===== src/rtl/reservation_station.sv =====
// Reservation station: compacted age-ordered queue that captures operands from the
// completion broadcast and issues the oldest fully-ready op over valid/ready.
module reservation_station #(
  parameter int DEPTH      = 4,
  parameter int ROBsize    = 8,
  parameter int ROBsizeLog = $clog2(ROBsize + 1)
) (
  input  logic                       clk_i,
  input  logic                       reset_i,
  input  logic                       write_en_i,
  input  logic [ROBsizeLog-1:0]      rob_tag_i,
  input  logic [ROBsizeLog-1:0]      tag1_i,
  input  logic [ROBsizeLog-1:0]      tag2_i,
  input  logic [64:0]                val1_i,
  input  logic [64:0]                val2_i,
  input  logic [9:0]                 commands_i,
  output logic                       stall_o,
  input  logic                       cdb_valid_i,
  input  logic [ROBsizeLog-1:0]      cdb_tag_i,
  input  logic [64:0]                cdb_val_i,
  output logic                       issue_valid_o,
  input  logic                       issue_ready_i,
  output logic [ROBsizeLog-1:0]      issue_rob_tag_o,
  output logic [64:0]                issue_val1_o,
  output logic [64:0]                issue_val2_o,
  output logic [9:0]                 issue_commands_o,
  output logic [$clog2(DEPTH+1)-1:0] count_o
);

  localparam int CW = $clog2(DEPTH + 1);
  localparam int IW = (DEPTH > 1) ? $clog2(DEPTH) : 1;

  typedef struct packed {
    logic                  valid;
    logic [ROBsizeLog-1:0] rob_tag;
    logic [ROBsizeLog-1:0] tag1;
    logic [64:0]           val1;
    logic [ROBsizeLog-1:0] tag2;
    logic [64:0]           val2;
    logic [9:0]            commands;
  } entry_t;

  entry_t        slot_q [DEPTH];
  entry_t        slot_d [DEPTH];
  entry_t        snp_s  [DEPTH+1];
  entry_t        new_s;
  logic [CW-1:0] count_q;
  logic [CW-1:0] count_d;
  logic [CW-1:0] wr_idx_s;
  logic [DEPTH-1:0] ready_s;
  logic [IW-1:0] sel_s;
  logic          wr_acc_s;
  logic          issue_fire_s;

  // Snooped view of every slot; the extra top entry is an empty filler for the shift.
  always_comb begin
    for (int i = 0; i < DEPTH; i++) begin
      snp_s[i] = slot_q[i];
      if (slot_q[i].valid && (slot_q[i].tag1 != '0) && cdb_valid_i && (cdb_tag_i == slot_q[i].tag1)) begin
        snp_s[i].tag1 = '0;
        snp_s[i].val1 = cdb_val_i;
      end else begin
        snp_s[i].tag1 = slot_q[i].tag1;
      end
      if (slot_q[i].valid && (slot_q[i].tag2 != '0) && cdb_valid_i && (cdb_tag_i == slot_q[i].tag2)) begin
        snp_s[i].tag2 = '0;
        snp_s[i].val2 = cdb_val_i;
      end else begin
        snp_s[i].tag2 = slot_q[i].tag2;
      end
    end
    snp_s[DEPTH] = '0;
  end

  // Incoming op, with operands captured from a broadcast arriving in the same cycle.
  always_comb begin
    new_s          = '0;
    new_s.valid    = 1'b1;
    new_s.rob_tag  = rob_tag_i;
    new_s.commands = commands_i;
    if ((tag1_i != '0) && cdb_valid_i && (cdb_tag_i == tag1_i)) begin
      new_s.tag1 = '0;
      new_s.val1 = cdb_val_i;
    end else begin
      new_s.tag1 = tag1_i;
      new_s.val1 = val1_i;
    end
    if ((tag2_i != '0) && cdb_valid_i && (cdb_tag_i == tag2_i)) begin
      new_s.tag2 = '0;
      new_s.val2 = cdb_val_i;
    end else begin
      new_s.tag2 = tag2_i;
      new_s.val2 = val2_i;
    end
  end

  // Readiness from registered state only, so a wakeup costs one cycle; pick the oldest.
  always_comb begin
    ready_s = '0;
    sel_s   = '0;
    for (int i = 0; i < DEPTH; i++) begin
      ready_s[i] = slot_q[i].valid && (slot_q[i].tag1 == '0) && (slot_q[i].tag2 == '0);
    end
    for (int i = DEPTH - 1; i >= 0; i--) begin
      if (ready_s[i]) begin
        sel_s = IW'(i);
      end else begin
        sel_s = sel_s;
      end
    end
  end

  // Issue port, zeroed whenever nothing is presented.
  always_comb begin
    issue_valid_o    = |ready_s;
    issue_rob_tag_o  = '0;
    issue_val1_o     = 65'd0;
    issue_val2_o     = 65'd0;
    issue_commands_o = 10'd0;
    if (issue_valid_o) begin
      issue_rob_tag_o  = slot_q[sel_s].rob_tag;
      issue_val1_o     = slot_q[sel_s].val1;
      issue_val2_o     = slot_q[sel_s].val2;
      issue_commands_o = slot_q[sel_s].commands;
    end else begin
      issue_rob_tag_o  = '0;
    end
  end

  // Compaction shift past the issued slot, then append the new op behind the survivors.
  always_comb begin
    stall_o      = (count_q == CW'(DEPTH));
    wr_acc_s     = write_en_i & ~stall_o;
    issue_fire_s = issue_valid_o & issue_ready_i;
    wr_idx_s     = count_q - {{(CW-1){1'b0}}, issue_fire_s};
    count_d      = count_q + {{(CW-1){1'b0}}, wr_acc_s} - {{(CW-1){1'b0}}, issue_fire_s};
    for (int i = 0; i < DEPTH; i++) begin
      if (wr_acc_s && (wr_idx_s == CW'(i))) begin
        slot_d[i] = new_s;
      end else if (issue_fire_s && (IW'(i) >= sel_s)) begin
        slot_d[i] = snp_s[i+1];
      end else begin
        slot_d[i] = snp_s[i];
      end
    end
  end

  assign count_o = count_q;

  // State registers.
  always_ff @(posedge clk_i or negedge reset_i) begin
    if (!reset_i) begin
      count_q <= '0;
      for (int i = 0; i < DEPTH; i++) begin
        slot_q[i] <= '0;
      end
    end else begin
      count_q <= count_d;
      for (int i = 0; i < DEPTH; i++) begin
        slot_q[i] <= slot_d[i];
      end
    end
  end

endmodule


===== config.mk =====
export PLATFORM = sky130hd
export DESIGN_NAME = reservation_station
export DESIGN_NICKNAME = d
export VERILOG_FILES = /design/src/rtl/reservation_station.sv
export SDC_FILE = /design/constraint.sdc
export NUM_CORES = 2
export LEC_CHECK = 0
export CAP_MARGIN = 20
export CORE_MARGIN = 1.5
export CORE_UTILIZATION = 45
export CTS_BUF_LIST = sky130_fd_sc_hd__clkbuf_4 sky130_fd_sc_hd__clkbuf_8
export DETAILED_ROUTE_END_ITERATION = 12
export PLACE_DENSITY = 0.65
export SYNTH_ARGS = -nofsm -noshare
export SYNTH_HDL_FRONTEND = slang
export SYNTH_SLANG_ARGS = --single-unit

===== constraint.sdc =====
create_clock -name clk_i -period 3.8 [get_ports clk_i]
set_input_delay 0.57 -clock clk_i [delete_from_list [all_inputs] [get_ports clk_i]]
set_output_delay 0.57 -clock clk_i [all_outputs]
set_load 0.005 [all_outputs]

==> run_results.csv <==
group,metric,value,unit
outcome,status,"finished clean",
place,post_dp_cell_area,0.0432,sq mm
synth,synth_nets,4558,
clock_tree,htreeDepth,3,
place,dpl_worst_slack,0.113,ns
setup_path,cpPeakStageDelay,0.58,ns
cells_and_area,final-seq-area,0.0154,sq mm
sta,skew,0.0365,ns
global_routing,grtUsageTotal,33.7,%
clock_tree,cts_sinks,615,
floorplanning,die_x,293,um
setup_path,crit_start,"slot_q[384]",
sta,worst_pin_slew,1.10,ns
synth,avgSynthCellArea,8.72,sq um
sta,fmax,267,MHz
setup_path,endpoint_kind,"output pin",
pwr,p_per_area,731,mW/mm^2
detailed_routing,drt_wl_total,150000,um
place,dpl.hpwl,85800,um
floorplanning,row_count,106,
synth,synth_area,0.0378,sq mm
detailed_routing,wl_per_cell,26.4,um
setup_path,cp_slowest_cell,"clkdlybuf4s50_1",
detailed_routing,drtIter0Drc,4131,
cells_and_area,drive_gt1_share,16.7,%
floorplanning,core-area,0.0833,sq mm
pwr,p_total,33800,uW
cells_and_area,synthToLayoutAreaGrowth,22.7,%
clock_tree,cts.clk_slew.worst_paths,0.06,ns
sta,setup_violations,0,
setup_path,worstPathArrival,3.18,ns
synth,syn_inst,4328,
setup_path,cp_num_buf_inv,4,
global_routing,antenna_found_initial,5,
synth,synthArstFlopShare,100,%
place,place_inst,5458,
place,port_buffers,374,
clock_tree,clock_path_buffers,3,
detailed_routing,detail-route-antenna-nets,0,
floorplanning,die_h,293,um
pwr,vdd_drop_max,0.000423,V
global_routing,grt_pass1_wl,224000,um
detailed_routing,drtPass1Iterations,6,
job,cap_violations,0,
global_routing,overflow,0,
cells_and_area,multi_input_area,0.0206,sq mm
synth,synth_ff_type,"dfrtp_1",
sta,finalSetupTns,0,ns
setup_path,required,3.23,ns
sta,finalWorstSetupSlack,0.0516,ns
floorplanning,die_area,0.0856,sq mm
sta,slew_viol_final,0,
clock_tree,cts-root-buf,"clkbuf_8",
sta,fin_crit_sh,98.6,%
sta,fin_crit,3.75,ns
cells_and_area,fin_area,0.0463,sq mm
synth,synth_edf_count,0,
clock_tree,tritoncts,"built",
detailed_routing,drc,0,
cells_and_area,fin_cells,5691,
floorplanning,pin_count,375,
setup_path,path_cells,"nor3_2, nand3_1, buf_6, nor2_4, buf_12, buf_16, a22oi_1, o21ai_0, clkdlybuf4s50_1",
cells_and_area,nets,4752,
setup_path,crit_family,"buffers and inverters",
setup_path,crit_type,"flop to output pin",
detailed_routing,viasPerCell,6.61,
setup_path,startpoint_type,"flop",
cells_and_area,n_fill_cell,7433,
clock_tree,clk_latency,0.74,ns
global_routing,grt_pass1_vias,36500,
sta,hold_viol,0,
detailed_routing,num_vias,37600,
worst_hold_path,hp-class,"input pin to async pin",
sta,slew_headroom,26.4,%
floorplanning,start_util,45.3,%
synth,yosysSeqAreaShare,40.8,%
place,place_congestion,0.864,
setup_path,cp_max_fo,32,
synth,ys_ff_latch,615,
clock_tree,cts_buffers,111,
setup_path,r2r-start,"slot_q[298]",
synth,ys_types,52,
pwr,leakage,0.0182,uW
synth,ys.warnings.count,0,
global_routing,grt_max_degree,151,
[power by group]
group          switching (uW)  internal [uW]
logic                    8620           6480
clock network            2940           3820
registers                2270           9710
total                   13800          20000
[synth_stat cells (all sizes together), types with 16 or more instances]
| cell | count | area share, % |
|---|---|---|
| a22o | 22 | 0.51 |
| a22oi | 358 | 7.1 |
| a31oi | 86 | 1.4 |
| buf | 154 | 2.2 |
| clkbuf | 350 | 3.5 |
| dfrtp | 615 | 41 |
| mux2 | 260 | 7.8 |
| mux2i | 162 | 4.3 |
| nand2 | 482 | 4.8 |
| nand3 | 281 | 3.7 |
| nor2 | 309 | 3.1 |
| nor3 | 16 | 0.21 |
| o211ai | 134 | 2.7 |
| o21ai | 584 | 7.7 |
| o22ai | 195 | 3.2 |
| o31ai | 196 | 4.4 |
| xor2 | 18 | 0.42 |
[layout by cell type (no fill, tap or decap), types with 12 or more instances in the layout]
master / Yosys / layout
dfrtp_1: 615 / 609
a31oi_1: 86 / 86
a22o_1: 22 / 22
buf_12: 0 / 70
o21ai_1: 43 / 93
o21ai_0: 541 / 483
a22oi_1: 358 / 358
o31ai_1: 159 / 159
o22ai_1: 195 / 195
nand2_1: 482 / 475
clkbuf_8: 0 / 132
clkbuf_4: 0 / 51
buf_16: 0 / 12
nand3_1: 281 / 278
mux2i_1: 161 / 159
o31ai_2: 37 / 36
o211ai_1: 133 / 133
xnor2_1: 14 / 14
buf_4: 25 / 117
xor2_1: 18 / 18
mux2_2: 260 / 260
clkdlybuf4s50_1: 0 / 362
nor2_1: 309 / 306
[sequential cells by signal (all words and copies together), names as in the netlist]
name and cells:
count_o 3, slot_q 612
[cells by family (layout without fill, tap and decap cells)]
group	after synthesis	in the layout	synth area share, %
compound gates	1601	1601	27.7
xor+xnor	32	32	0.742
fa+ha+maj	4	4	0.152
buf+inv	514	791	5.83
flops	615	615	40.8
mux	422	422	12.1
other cells	0	5	0
simple gates	1140	1141	12.7
[metrics by stage]
stage | hold slack (ns) | utilization, %
floorplan | 0.274 | -
global placement | 0.511 | 51.8
detailed placement | 0.519 | 51.8
CTS | 0.388 | 55.2
global route | 0.438 | 55.6
finish | 0.419 | 55.6
[area by class of cell]
cell class              count  share of cell area (%)
diodes                      5                  0.0270
clock buffers             183                    4.75
clock inverters            14                   0.338
inverters                  10                  0.0810
multi-input cells        3200                    44.4
flip-flops and latches    615                    33.2
well taps                1080                    2.92
repair buffers            584                    14.2
[worst paths after layout]
| check | depth (start not counted) | endpoint | slack [ns] |
|---|---|---|---|
| worst min-delay path | 2 | slot_q[8] | 0.42 |
| worst max register to register | 13 | slot_q[201] | 0.25 |
| worst max-delay path | 9 | issue_val1_o[4] | 0.05 |
| max in group asynchronous | 4 | slot_q[327] | 2.23 |
| min in group clk_i | 3 | slot_q[306] | 0.51 |
| worst min register to register | 1 | slot_q[8] | 0.54 |
[layer usage]
layer  GRT usage, %  vias up  routed length [um]
met5              0        -                   0
met1           44.4    18400               60000
met4           14.6        0                5840
met2           53.1     2346               68500
li1               -    16500                   -
met3           7.54      392               15900
[timing repair]
item	CTS	global route
gates cloned	6	8
pin swaps	10	8
hold endpoints to repair	54	0
setup endpoints to repair	144	168
resized for setup	57	63
buffers inserted	12	4
hold buffers	1	0
[worst reg2reg max path: stages (launching register included)]
cell and delay, ns:
dfrtp_2 0.46, nor3_4 0.22, buf_4 0.14, nand3_1 0.22, a41oi_1 0.35, and2_1 0.16
ha_1 0.15, o211ai_1 0.14, a211oi_1 0.27, buf_4 0.21, o211ai_4 0.19, buf_12 0.30
o211ai_1 0.41, o21ai_0 0.13
Power figures use the tool's default switching activity.
